==> config.mk <==
export PLATFORM = sky130hd
export DESIGN_NAME = snake_game_ctrl
export DESIGN_NICKNAME = d
export VERILOG_FILES = /design/src/rtl/snake_game_ctrl.sv
export SDC_FILE = /design/constraint.sdc
export NUM_CORES = 1
export LEC_CHECK = 0
export ABC_AREA = 1
export CAP_MARGIN = 25
export CORE_ASPECT_RATIO = 2
export CORE_UTILIZATION = 50
export DETAILED_ROUTE_END_ITERATION = 10
export PLACE_DENSITY = 0.75
export SLEW_MARGIN = 10
export SYNTH_ARGS = -nofsm -noshare
export SYNTH_HDL_FRONTEND = slang
export SYNTH_SLANG_ARGS = --single-unit
==> constraint.sdc <==
create_clock -name clk -period 7.3 [get_ports clk]
set_input_delay 1.825 -clock clk [delete_from_list [all_inputs] [get_ports clk]]
set_output_delay 1.825 -clock clk [all_outputs]
set_load 0.1 [all_outputs]
==> src/rtl/snake_game_ctrl.sv <==
// Snake game sequencer: button conditioning, step timing, turn queue, level ramp,
// game-over detection and apple seed generation.
module snake_game_ctrl #(
  parameter logic [7:0]  SIZE_X      = 8'd10,
  parameter logic [7:0]  SIZE_Y      = 8'd10,
  parameter int unsigned FIELD_SIZE  = int'(SIZE_X) * int'(SIZE_Y) * 3,
  parameter int unsigned SBITS       = $clog2(int'(SIZE_X) * int'(SIZE_Y)),
  parameter logic [23:0] PERIOD_INIT = 24'd5_000_000,
  parameter logic [23:0] PERIOD_DEC  = 24'd500_000,
  parameter logic [23:0] PERIOD_MIN  = 24'd1_000_000,
  parameter logic [7:0]  LEVEL_STEPS = 8'd32
) (
  input  logic                  clk,
  input  logic                  rst,
  input  logic [3:0]            btn_dir_i,
  input  logic                  btn_start_i,
  input  logic                  btn_pause_i,
  input  logic [FIELD_SIZE-1:0] field_i,
  output logic                  start_o,
  output logic                  step_o,
  output logic [1:0]            snake_dir_o,
  output logic [SBITS-1:0]      seed_o,
  output logic                  running_o,
  output logic                  game_over_o,
  output logic [3:0]            level_o
);

  localparam logic [15:0] LfsrInit    = 16'hACE1;
  // A floor of 2 keeps the direction commit (period-2) a reachable count.
  localparam logic [23:0] PeriodFloor = (PERIOD_MIN < 24'd2) ? 24'd2 : PERIOD_MIN;

  typedef enum logic [2:0] {StIdle, StStart, StRun, StCheck, StPause, StOver} state_e;

  state_e                state_q, state_d;
  logic [23:0]           cnt_q, cnt_d;
  logic [1:0]            dir_q, dir_d;
  logic [3:0]            level_q, level_d;
  logic [7:0]            step_cnt_q, step_cnt_d;
  logic [1:0]            q0_q, q0_d, q1_q, q1_d, qcnt_q, qcnt_d;
  logic [FIELD_SIZE-1:0] snap_q, snap_d;
  logic [15:0]           lfsr_q, lfsr_d;
  logic [SBITS-1:0]      seed_q;

  logic [5:0] btn_raw, sync1_q, sync2_q, prev_q, btn_edge;
  logic       start_edge, pause_edge;
  logic       req_valid;
  logic [1:0] req_dir, ref_dir, base0, base1, base_cnt;
  logic       accept, is_step, commit;
  logic [27:0] dec_total, diff;
  logic [23:0] period;

  assign btn_raw    = {btn_pause_i, btn_start_i, btn_dir_i};
  assign btn_edge   = sync2_q & ~prev_q;
  assign start_edge = btn_edge[4];
  assign pause_edge = btn_edge[5];

  always_ff @(posedge clk) begin
    if (rst) begin
      sync1_q <= '0;
      sync2_q <= '0;
      prev_q  <= '0;
    end else begin
      sync1_q <= btn_raw;
      sync2_q <= sync1_q;
      prev_q  <= sync2_q;
    end
  end

  // Direction code equals the button bit index: up, right, down, left.
  always_comb begin
    req_valid = 1'b1;
    req_dir   = 2'd0;
    if (btn_edge[0])      req_dir = 2'd0;
    else if (btn_edge[1]) req_dir = 2'd1;
    else if (btn_edge[2]) req_dir = 2'd2;
    else if (btn_edge[3]) req_dir = 2'd3;
    else                  req_valid = 1'b0;
  end

  assign dec_total = 28'(level_q) * 28'(PERIOD_DEC);
  assign diff      = 28'(PERIOD_INIT) - dec_total;

  always_comb begin
    period = PeriodFloor;
    if (28'(PERIOD_INIT) > dec_total && diff >= 28'(PeriodFloor)) period = diff[23:0];
  end

  assign is_step = (state_q == StRun) && (cnt_q == period - 24'd1);
  // snake_dir must already hold the queue head while step is high.
  assign commit  = ((state_q == StRun && !pause_edge) || state_q == StCheck) &&
                   (cnt_q == period - 24'd2);

  always_comb begin
    base_cnt = qcnt_q;
    base0    = q0_q;
    base1    = q1_q;
    dir_d    = dir_q;
    ref_dir  = (qcnt_q == 2'd2) ? q1_q : (qcnt_q == 2'd1) ? q0_q : dir_q;
    if (state_q == StStart) begin
      base_cnt = 2'd0;
      ref_dir  = 2'd1;
      dir_d    = 2'd1;
    end else if (commit && qcnt_q != 2'd0) begin
      dir_d    = q0_q;
      base0    = q1_q;
      base_cnt = qcnt_q - 2'd1;
    end
    accept = req_valid && (state_q != StIdle) && (state_q != StOver) &&
             (req_dir != ref_dir) && ((req_dir ^ ref_dir) != 2'd2) && (base_cnt != 2'd2);
    q0_d   = base0;
    q1_d   = base1;
    qcnt_d = base_cnt;
    if (accept) begin
      if (base_cnt == 2'd0) q0_d = req_dir;
      else                  q1_d = req_dir;
      qcnt_d = base_cnt + 2'd1;
    end
  end

  always_comb begin
    state_d    = state_q;
    cnt_d      = cnt_q;
    level_d    = level_q;
    step_cnt_d = step_cnt_q;
    snap_d     = snap_q;
    unique case (state_q)
      StIdle:  if (start_edge) state_d = StStart;
      StStart: begin
        cnt_d      = '0;
        level_d    = '0;
        step_cnt_d = '0;
        state_d    = StRun;
      end
      StRun: begin
        if (is_step) begin
          cnt_d   = '0;
          snap_d  = field_i;
          state_d = StCheck;
          if (step_cnt_q + 8'd1 == LEVEL_STEPS) begin
            step_cnt_d = '0;
            if (level_q != 4'd15) level_d = level_q + 4'd1;
          end else begin
            step_cnt_d = step_cnt_q + 8'd1;
          end
        end else if (pause_edge) begin
          state_d = StPause;
        end else begin
          cnt_d = cnt_q + 24'd1;
        end
      end
      // The check cycle counts as the first cycle of the next period.
      StCheck: begin
        cnt_d   = cnt_q + 24'd1;
        state_d = (field_i == snap_q) ? StOver : StRun;
      end
      StPause: begin
        if (start_edge)      state_d = StStart;
        else if (pause_edge) state_d = StRun;
      end
      StOver:  if (start_edge) state_d = StStart;
      default: state_d = StIdle;
    endcase
  end

  assign lfsr_d = {lfsr_q[0] ^ lfsr_q[2] ^ lfsr_q[3] ^ lfsr_q[5], lfsr_q[15:1]};

  always_ff @(posedge clk) begin
    if (rst) begin
      state_q    <= StIdle;
      cnt_q      <= '0;
      dir_q      <= 2'd1;
      level_q    <= '0;
      step_cnt_q <= '0;
      q0_q       <= '0;
      q1_q       <= '0;
      qcnt_q     <= '0;
      snap_q     <= '0;
      lfsr_q     <= LfsrInit;
      seed_q     <= LfsrInit[SBITS-1:0];
    end else begin
      state_q    <= state_d;
      cnt_q      <= cnt_d;
      dir_q      <= dir_d;
      level_q    <= level_d;
      step_cnt_q <= step_cnt_d;
      q0_q       <= q0_d;
      q1_q       <= q1_d;
      qcnt_q     <= qcnt_d;
      snap_q     <= snap_d;
      lfsr_q     <= lfsr_d;
      seed_q     <= lfsr_q[SBITS-1:0];
    end
  end

  assign start_o     = (state_q == StStart);
  assign step_o      = is_step;
  assign snake_dir_o = dir_q;
  assign seed_o      = seed_q;
  assign running_o   = (state_q == StRun) || (state_q == StCheck);
  assign game_over_o = (state_q == StOver);
  assign level_o     = level_q;

endmodule

# ---- Word-level counts from Yosys, hierarchy flattened
# Cells that the tools add are included.
dict set report totals {
  input_bits 308
  out_inout_bits 17
  register_bits 388
  elab_cells 118
}
dict set report op_classes {
  eq_ne 23
  bitwise_logic 7
  n_lt_le_gt_ge 2
  multipliers 1
  n_reduce_logical 27
  n_addsub 8
  mux 36
}
# op n
set op_table {}
lappend op_table {{300-bit equality test} 1}
lappend op_table {{24-bit 2-to-1 mux} 3}
lappend op_table {{24-bit one-hot mux with 3 select lines} 1}
lappend op_table {{24-bit equality test} 2}
lappend op_table {{28-bit by 20-bit >= comparator with 1-bit output (second input constant)} 1}
lappend op_table {{2-bit 2-to-1 mux} 14}
lappend op_table {{24-bit by 1-bit adder with 24-bit output (second input constant)} 1}
lappend op_table {{23-bit by 23-bit subtractor with 24-bit output (first input constant)} 1}
lappend op_table {{24-bit by 1-bit subtractor with 24-bit output (second input constant)} 1}
lappend op_table {{24-bit by 2-bit subtractor with 24-bit output (second input constant)} 1}
lappend op_table {{23-bit > comparator (first input constant)} 1}
lappend op_table {{4-bit by 14-bit multiplier with 18-bit output (second input constant)} 1}
lappend op_table {{3-bit 2-to-1 mux} 6}
lappend op_table {{8-bit 2-to-1 mux} 2}
lappend op_table {{8-bit one-hot mux with 2 select lines} 1}
lappend op_table {{3-bit one-hot mux with 5 select lines} 1}
lappend op_table {{4-bit 2-to-1 mux} 3}
lappend op_table {{3-bit inequality test (second input constant)} 4}
lappend op_table {{1-bit logical AND} 10}
lappend op_table {{2-bit inequality test (second input constant)} 5}
lappend op_table {{8-bit by 1-bit adder with 8-bit output (second input constant)} 1}
lappend op_table {{8-bit by 6-bit equality test with 1-bit output (second input constant)} 1}
lappend op_table {{4-bit one-hot mux with 2 select lines} 1}
lappend op_table {{2-bit AND reduction} 4}
lappend op_table {{other kinds (26)} 37}

# ---- Logic depth before layout (Yosys ltp)
dict set report logic_depth {
  ltp_word 14
  mapped_depth 39
  mapped_depth_nobuf 39
}

# ---- Least setup slack after synthesis
# Ideal clock, no wire load.
dict set report synth_path {
  kind {register to output}
  from {register level_q[1], in the netlist level_o[1]}
  to {output step_o}
  path_stages_with_launch 28
  slack_ps -564
  t_required_ps 5475
  arrival_time_ps 6039
  cell_sequence {dfxtp_1 inv_1 ha_1 fa_1 fa_1 inv_1 nand2_1 nor2_1 nand3_1 nand3_1 xor2_2 nor2_1 nand3_2 nand2_2 nor2_1 inv_1 ha_1 a21oi_1 o21ai_0 nor2_1 nand2_1 nor2_1 nand3_1 nor2_4 nand2_2 inv_2 buf_6 buf_2}
}
dict set report synth_between {
  elab_chain_len 8
  elab_cells_between_ends 9
  classes_between {add/sub (2); mul (1); order compare (2); eq/ne (1); mux (1); reduce/logical (2)}
}
# item line_no
set synth_rtl {}
lappend synth_rtl {{from (decl)} 37} ;# logic [3:0] level_q, level_d;
lappend synth_rtl {{from (signal assigned)} 184} ;# level_q <= level_d;
lappend synth_rtl {{4-bit by 14-bit multiplier with 18-bit output *} 80} ;# assign dec_total = 28'(level_q) * 28'(PERIOD_DEC);
lappend synth_rtl {{23-bit by 23-bit subtractor with 24-bit output} 81} ;# assign diff = 28'(PERIOD_INIT) - dec_total;
lappend synth_rtl {{28-bit by 20-bit >= comparator with 1-bit output} 85} ;# if (28'(PERIOD_INIT) > dec_total && diff >= 28'(PeriodFloor)) period = diff[23:0];
lappend synth_rtl {{1-bit logical AND} 85}
lappend synth_rtl {{24-bit 2-to-1 mux *} 85}
lappend synth_rtl {{24-bit by 1-bit subtractor with 24-bit output *} 88} ;# assign is_step = (state_q == StRun) && (cnt_q == period - 24'd1);
lappend synth_rtl {{24-bit equality test *} 88}
lappend synth_rtl {{1-bit logical AND *} 88}
lappend synth_rtl {{to (decl)} 20} ;# output logic step_o,
# Every way passes the cells marked *; elsewhere a longest branch is shown, timed or not.

# ---- Final worst setup path
dict set report layout_path {
  from {register level_q[3], in the netlist level_o[3]}
  to {output step_o}
}
# The elaborated chain is that of the path after synthesis.

==> key figures <==
Timing
  – Final hold vios: 0
  – Worst setup margin: approximately 0.25 ns
  – Slew @ Worst Pin: around 1.3 ns
  – Period utilization: 0.9652
  – WHS: slightly above 0.4 ns
  – Slew HR: 0.1448
  – Final setup viols: 0
  – FMAX: between 0.1 and 0.15 GHz
  – Min Tclk post-route: 7.046 ns
  – Final Max Slew Viols: 0
  – Clock skew: 0.02084 ns

Worst setup path
  – Reg2reg end: snap_q[299]
  – R2R depth: 29
  – Crit path DAT: 5.22 ns
  – CP endpoint kind: output pin
  – Crit-path max FO: 8
  – Reg2Reg Launch Point: level_o[3]
  – Reg2reg setup slack: 0.88 ns
  – Req. time, crit path: ~5.5 ns
  – WS Path Type: reg -> out
  – Startpoint types: flip-flop

Place
  – Port buffer count: ~320
  – Setup slack at placement: roughly 0.27 ns
  – Placed cell count: between 3,000 and 4,000
  – Detailed placement HPWL: 43,440 um
  – GP Congestion: between 0.8 and 0.9

Worst hold path
  – Cell count of the worst hold path: 2
  – Endpoint, Worst Hold: sync2_q[0]
  – Hold Crit Start: sync1_q[0]
  – Worst hold path type: reg -> reg

Pwr
  – Combinational Power Share: 0.206
  – Peak supply drop: 177.6 uV
  – Leakage: a little under 0.01 uW
  – Final Power: about 5200 uW
  – Clock power frac: 0.367
  – Sequential Power Share: 0.427
  – Cell area power density: 203.8 nW/um2
  – Sw Share: 0.2908
  – Pint: about 3700 uW
  – Net switching power: between 1500 and 2000 uW

Die
  – I/O pin cnt: approximately 330
  – Die X: 144.0 um
  – Initial Util: 0.5094
  – Core area: 39,560 um2
  – Die Span Y: around 290 um
  – Row Count: 103
  – Die ar.: 41,160 um2

Flow run
  – # Max-Cap Violations: 0

Route
  – Iter 0 DRT Violations: approximately 950
  – WL/cell: 15.80 um
  – Drc violations: 0
  – Post-route ant nets: 0
  – Vias per cell: 5.188
  – DRT Wirelength: between 50,000 and 60,000 um
  – Via count: 19,270
  – First-pass DRT Iterations: 5

Global route
  – First-pass GRT wire length: between 90,000 and 100,000 um
  – GRT Overall Usage: 0.2808
  – Number of global-route vias before repair: 18,700
  – Initial antenna violation count: 31
  – Largest net degree at the start of global routing: about 210
  – Overflow after GRT: 0

Clock tree
  – CTS Hold Bufs: 0
  – Total CTS buffers: 36
  – Htree depth: 2
  – Clk_lat worst skew: between 0.5 and 0.6 ns
  – CTS max path bufs: 3
  – Clock slew at reported path FFs: about 0.060 ns
  – Clock sink total: roughly 380
  – CTS Root Cell: clkbuf_16
  – TritonCTS clock tree: built

Cells and area
  – Area Overhead vs Synth: 26.20%
  – Layout cells sized above 1: 0.07500
  – Final Util: 0.6428
  – NumNets Final: 3,478
  – Non-Filler Instances: ~3,700

Synthesis
  – FFs w/ async S/R, synth: 0
  – Synth warn: 0
  – Dominant synthesized flop cell: dfxtp_1
  – Yosys cell types: between 40 and 50
  – Largest family of logic cells by synthesized area: simple AND/OR/NAND/NOR gates
  – Synth Area in Compound Gates: 0.1159
  – EDFF count, synth: 0
  – Synthesized flop and latch total: ~380
  – Post-synthesis xor/xnor area fraction: 0.1208
  – Mux contribution to synthesized area: 0
  – Synth Instances: ~2,900
  – Syn Std Cell Area: 20,150 um2
  – Avg Inst Size Synth: 7.069 um2
  – Syn nets: 3,195
  – Adder-Cell Fraction of Synth Area: 0.02421
  – Seq/Total Area, Yosys: 0.3814
  – Synth Area in Simple Gates: 0.2839

Run status
  – Status: complete, no violations
worst max-delay path: stages, from the launching register on:
cell and delay (ns):
dfxtp_4 0.36, fa_1 0.57, fa_1 0.47, ha_4 0.33, nand3_1 0.09, nand2_2 0.14
nand2_1 0.08, nand2_2 0.10, xor2_4 0.24, nand3_2 0.14, a21oi_4 0.20, nand3_4 0.19
nand2_4 0.14, nor2_4 0.05, inv_2 0.07, ha_4 0.15, nand2_4 0.07, nor2_4 0.24
nand3_1 0.10, nand2_1 0.08, nand2_1 0.07, nor2_1 0.14, nand2_2 0.11, nor2_4 0.20
nand2_8 0.08, inv_8 0.11, buf_12 0.17
layout make-up:
type | instances | area, um2
diodes | 30 | 75.07
inverters | 229 | 878.3
clock inverters | 9 | 102.6
multi-input cells | 2116 | 11290
repair buffers | 367 | 3643
fillers | 3517 | 14130
well taps | 525 | 656.9
flip-flops and latches | 384 | 7700
clock buffers | 55 | 1084
worst max-delay path by stage:
| stage | from | end | slack [ns] | depth (start not counted) |
|---|---|---|---|---|
| after floorplan | level_o[0] | step_o | 0.03 | 25 |
| after detailed placement | level_o[3] | step_o | 0.27 | 28 |
| after CTS | level_o[1] | step_o | 0.003 | 29 |
| after global placement | level_o[3] | step_o | 0.35 | 26 |
| after global routing | level_o[1] | step_o | -0.04 | 30 |
| final | level_o[3] | step_o | 0.25 | 26 |
Yosys cell counts (29+ instances only):
library cell / n / area (um2)
clkbuf_1: 75 / 281.5
nor2_1: 713 / 2676
xnor2_1: 221 / 1936
or2_2: 50 / 312.8
nor4_1: 29 / 181.4
ha_1: 31 / 387.9
a21oi_1: 83 / 415.4
xor2_1: 50 / 437.9
nand3_1: 129 / 645.6
nand2_1: 341 / 1280
o21ai_0: 329 / 1647
inv_1: 219 / 822.0
dfxtp_1: 384 / 7687
nand4_1: 58 / 362.9
power by group through the flow:
stage | Sequential, uW | Clock [uW] | Combinational [uW]
after global placement | 2260 | 0 | 998
after CTS | 2210 | 1950 | 1040
final | 2210 | 1900 | 1070
after floorplan | 2250 | 0 | 652
after detailed placement | 2260 | 0 | 1030
after global routing | 2220 | 2020 | 1190
routing by layer:
layer  vias up  global-route usage  wire length (um)
met5         -                   0                11
met4         2              0.1816              3300
met3       151             0.04720              2878
met2       501              0.5411             32430
met1      8893              0.2642             20060
li1       9726                   -                 -
cells by family (layout without fill, tap and decap cells):
kind of cell,Yosys count,in the layout
xor+xnor,274,274
other cells,0,30
simple gates,1359,1359
flops,384,384
compound gates,447,447
buf+inv,351,660
fa+ha+maj,36,36
stage by stage:
step,cell area (um2),setup TNS (ns)
floorplan,20160,0
global placement,23650,0
detailed placement,23700,0
CTS,25000,0
global route,25430,-0.04005
finish,25430,0
flip-flops by register name, indices dropped and copies added (netlist names):
register	flops
state_q	3
prev_q	6
sync1_q	6
snake_dir_o	2
snap_q	300
qcnt_q	2
seed_o	3
base1	2
cnt_q	24
level_o	4
step_cnt_q	8
q0_q	2
sync2_q	6
lfsr_q	16
layout by cell type (no fill, tap or decap), types with 10 or more instances in the layout:
cell,count
nand2_1,332
or2_2,50
xnor2_1,221
nor3_1,13
ha_1,25
nand3_2,10
clkdlybuf4s50_1,322
nor2_2,15
inv_2,11
diode_2,30
o21ai_0,327
nor2_1,693
nand4_1,58
nand3_1,117
inv_1,214
buf_4,37
clkbuf_16,37
a21oi_1,81
nor4_1,29
xor2_1,50
nand2_2,13
dfxtp_1,380
timing repair:
action,4_1_cts,5_1_grt
endpoints found under the setup margin,1,1
setup buffers,8,13
resized for setup,11,66
pin swaps,8,31
gates cloned,0,0
endpoints found under the hold margin,0,0
No activity file was read; power rests on OpenSTA's default activity.
==> RTL edit, RTL diff (same settings) <==
The 6 states of `state_e` get a one-hot encoding in 6 bits.
--- a/src/rtl/snake_game_ctrl.sv
+++ b/src/rtl/snake_game_ctrl.sv
@@ -31,3 +31,3 @@
 
-  typedef enum logic [2:0] {StIdle, StStart, StRun, StCheck, StPause, StOver} state_e;
+  typedef enum logic [5:0] {StIdle = 6'b000001, StStart = 6'b000010, StRun = 6'b000100, StCheck = 6'b001000, StPause = 6'b010000, StOver = 6'b100000} state_e;
 
Behaviour: no difference found for any inputs over 10 cycles, from zero or initial values and one cycle with rst high; not proved beyond that.
==> RTL edit against the original RTL <==
- total power is 8.5% lower
- setup slack better by 47 ps
- sequential cell count up 3
- final area up 1.2%
- first-iteration DRC count is 9.7% lower
- synthesized cell count grew 2.4%
- count of clock-buffer cells in the layout is 1 higher
- register-to-register slack improved by 20 ps
- die area increased by 2.1%
- critical path depth rose by 2
- routed wire length increased by 6.9%
- core utilization shrank 0.45 points
- area after synthesis up 2.1%
==> RTL edit: results (changes against the original RTL) <==
metric,value,unit,change
"top cells by area, synth","dfxtp_1, nor2_1, xnor2_1",,
Reg2Reg Depth,31,,+6.9%
"Seq/Total Area, Yosys",0.3766,,-0.004875
Clk network pwr share,0.418,,+0.051
max incr delay on CP,590,ps,+20 ps
Power Internal,3.549,mW,-3.4%
worst reg2reg endpoint,snap_q[121]$_SDFFE_PP0P_,,
drt via density,5.281,,+1.8%
Sequential Power Share,0.453,,+0.026
GR Util met2,0.5637,,+0.02264
leakage power,10.74,nW,+10%
WHS Endpoint,sync2_q[4]$_SDFF_PP0_,,
RR Startpoint,level_o[2]$_SDFFE_PP0P_,,
met1 wire length,21.19,mm,+5.6%
largest net degree at the start of global routing,183,,-14%
initial antenna violation count,27,,-13%
Post-synth top cells,"nor2_1, dfxtp_1, nand2_1, inv_1, xnor2_1",,
status,"complete, no violations",,
Max Clock Skew,30.60,ps,+9.763 ps
setup bufs post-CTS,2,,-6
fin crit share,0.9588,,-0.006413
Avg Inst Size Synth,7.048,um^2,-0.29%
routed len/inst,16.57,um,+4.9%
DR iter-0 viols,854,,-9.7%
WHS,401.3,ps,-4.774 ps
RTL edit: cell types whose count changed after synthesis, sizes merged, moves of 6 or more:
cell    delta
clkbuf    -19
a21oi     -24
buf       +22
nand4     +29
xnor2     -20
a211oi    +57
nor3b      +6
nand2     +40
nand3      +8
nor2      -18
or2       +19
inv       +28
nor3       +7
o21ai     -65
RTL edit: worst max-delay path by stage:
| stage | end | cells after the start | startpoint |
|---|---|---|---|
| 5_1_grt | step_o | 28 | level_o[2]$_SDFFE_PP0P_ |
| 6_report | step_o | 28 | level_o[2]$_SDFFE_PP0P_ |
| 2_1_floorplan | step_o | 26 | level_o[0]$_SDFFE_PP0P_ |
| 3_5_place_dp | step_o | 27 | level_o[2]$_SDFFE_PP0P_ |
| 4_1_cts | step_o | 27 | level_o[2]$_SDFFE_PP0P_ |
| 3_3_place_gp | step_o | 28 | level_o[2]$_SDFFE_PP0P_ |
RTL edit: area by class of cell:
cell class              instances  area [um^2]  area share
repair buffers                369         3651      0.1418
clock inverters                11        140.1    0.005442
clock buffers                  56         1099     0.04266
diodes                         26        65.06    0.002527
multi-input cells            2150        11390      0.4424
inverters                     258        980.9     0.03809
flip-flops and latches        387         7760      0.3013
well taps                     530        663.1     0.02575
RTL edit: cell families after synthesis:
| kind of cell | Yosys count | synth area share |
|---|---|---|
| DFF | 387 | 0.3766 |
| xor gates and xnor gates | 250 | 0.1064 |
| buffers and inverters | 383 | 0.07791 |
| adders and majority gates | 37 | 0.02433 |
| and+or+nand+nor | 1458 | 0.3057 |
| AOI/OAI and AO/OA | 404 | 0.1091 |
RTL edit: critical path, delay by kind of cell, from the launching register on:
family                   cells  cell delay [ps]
flip-flops                   1              380
AND/OR/NAND/NOR             19             2170
adder cells (fa/ha/maj)      3             1400
buffers and inverters        6              690
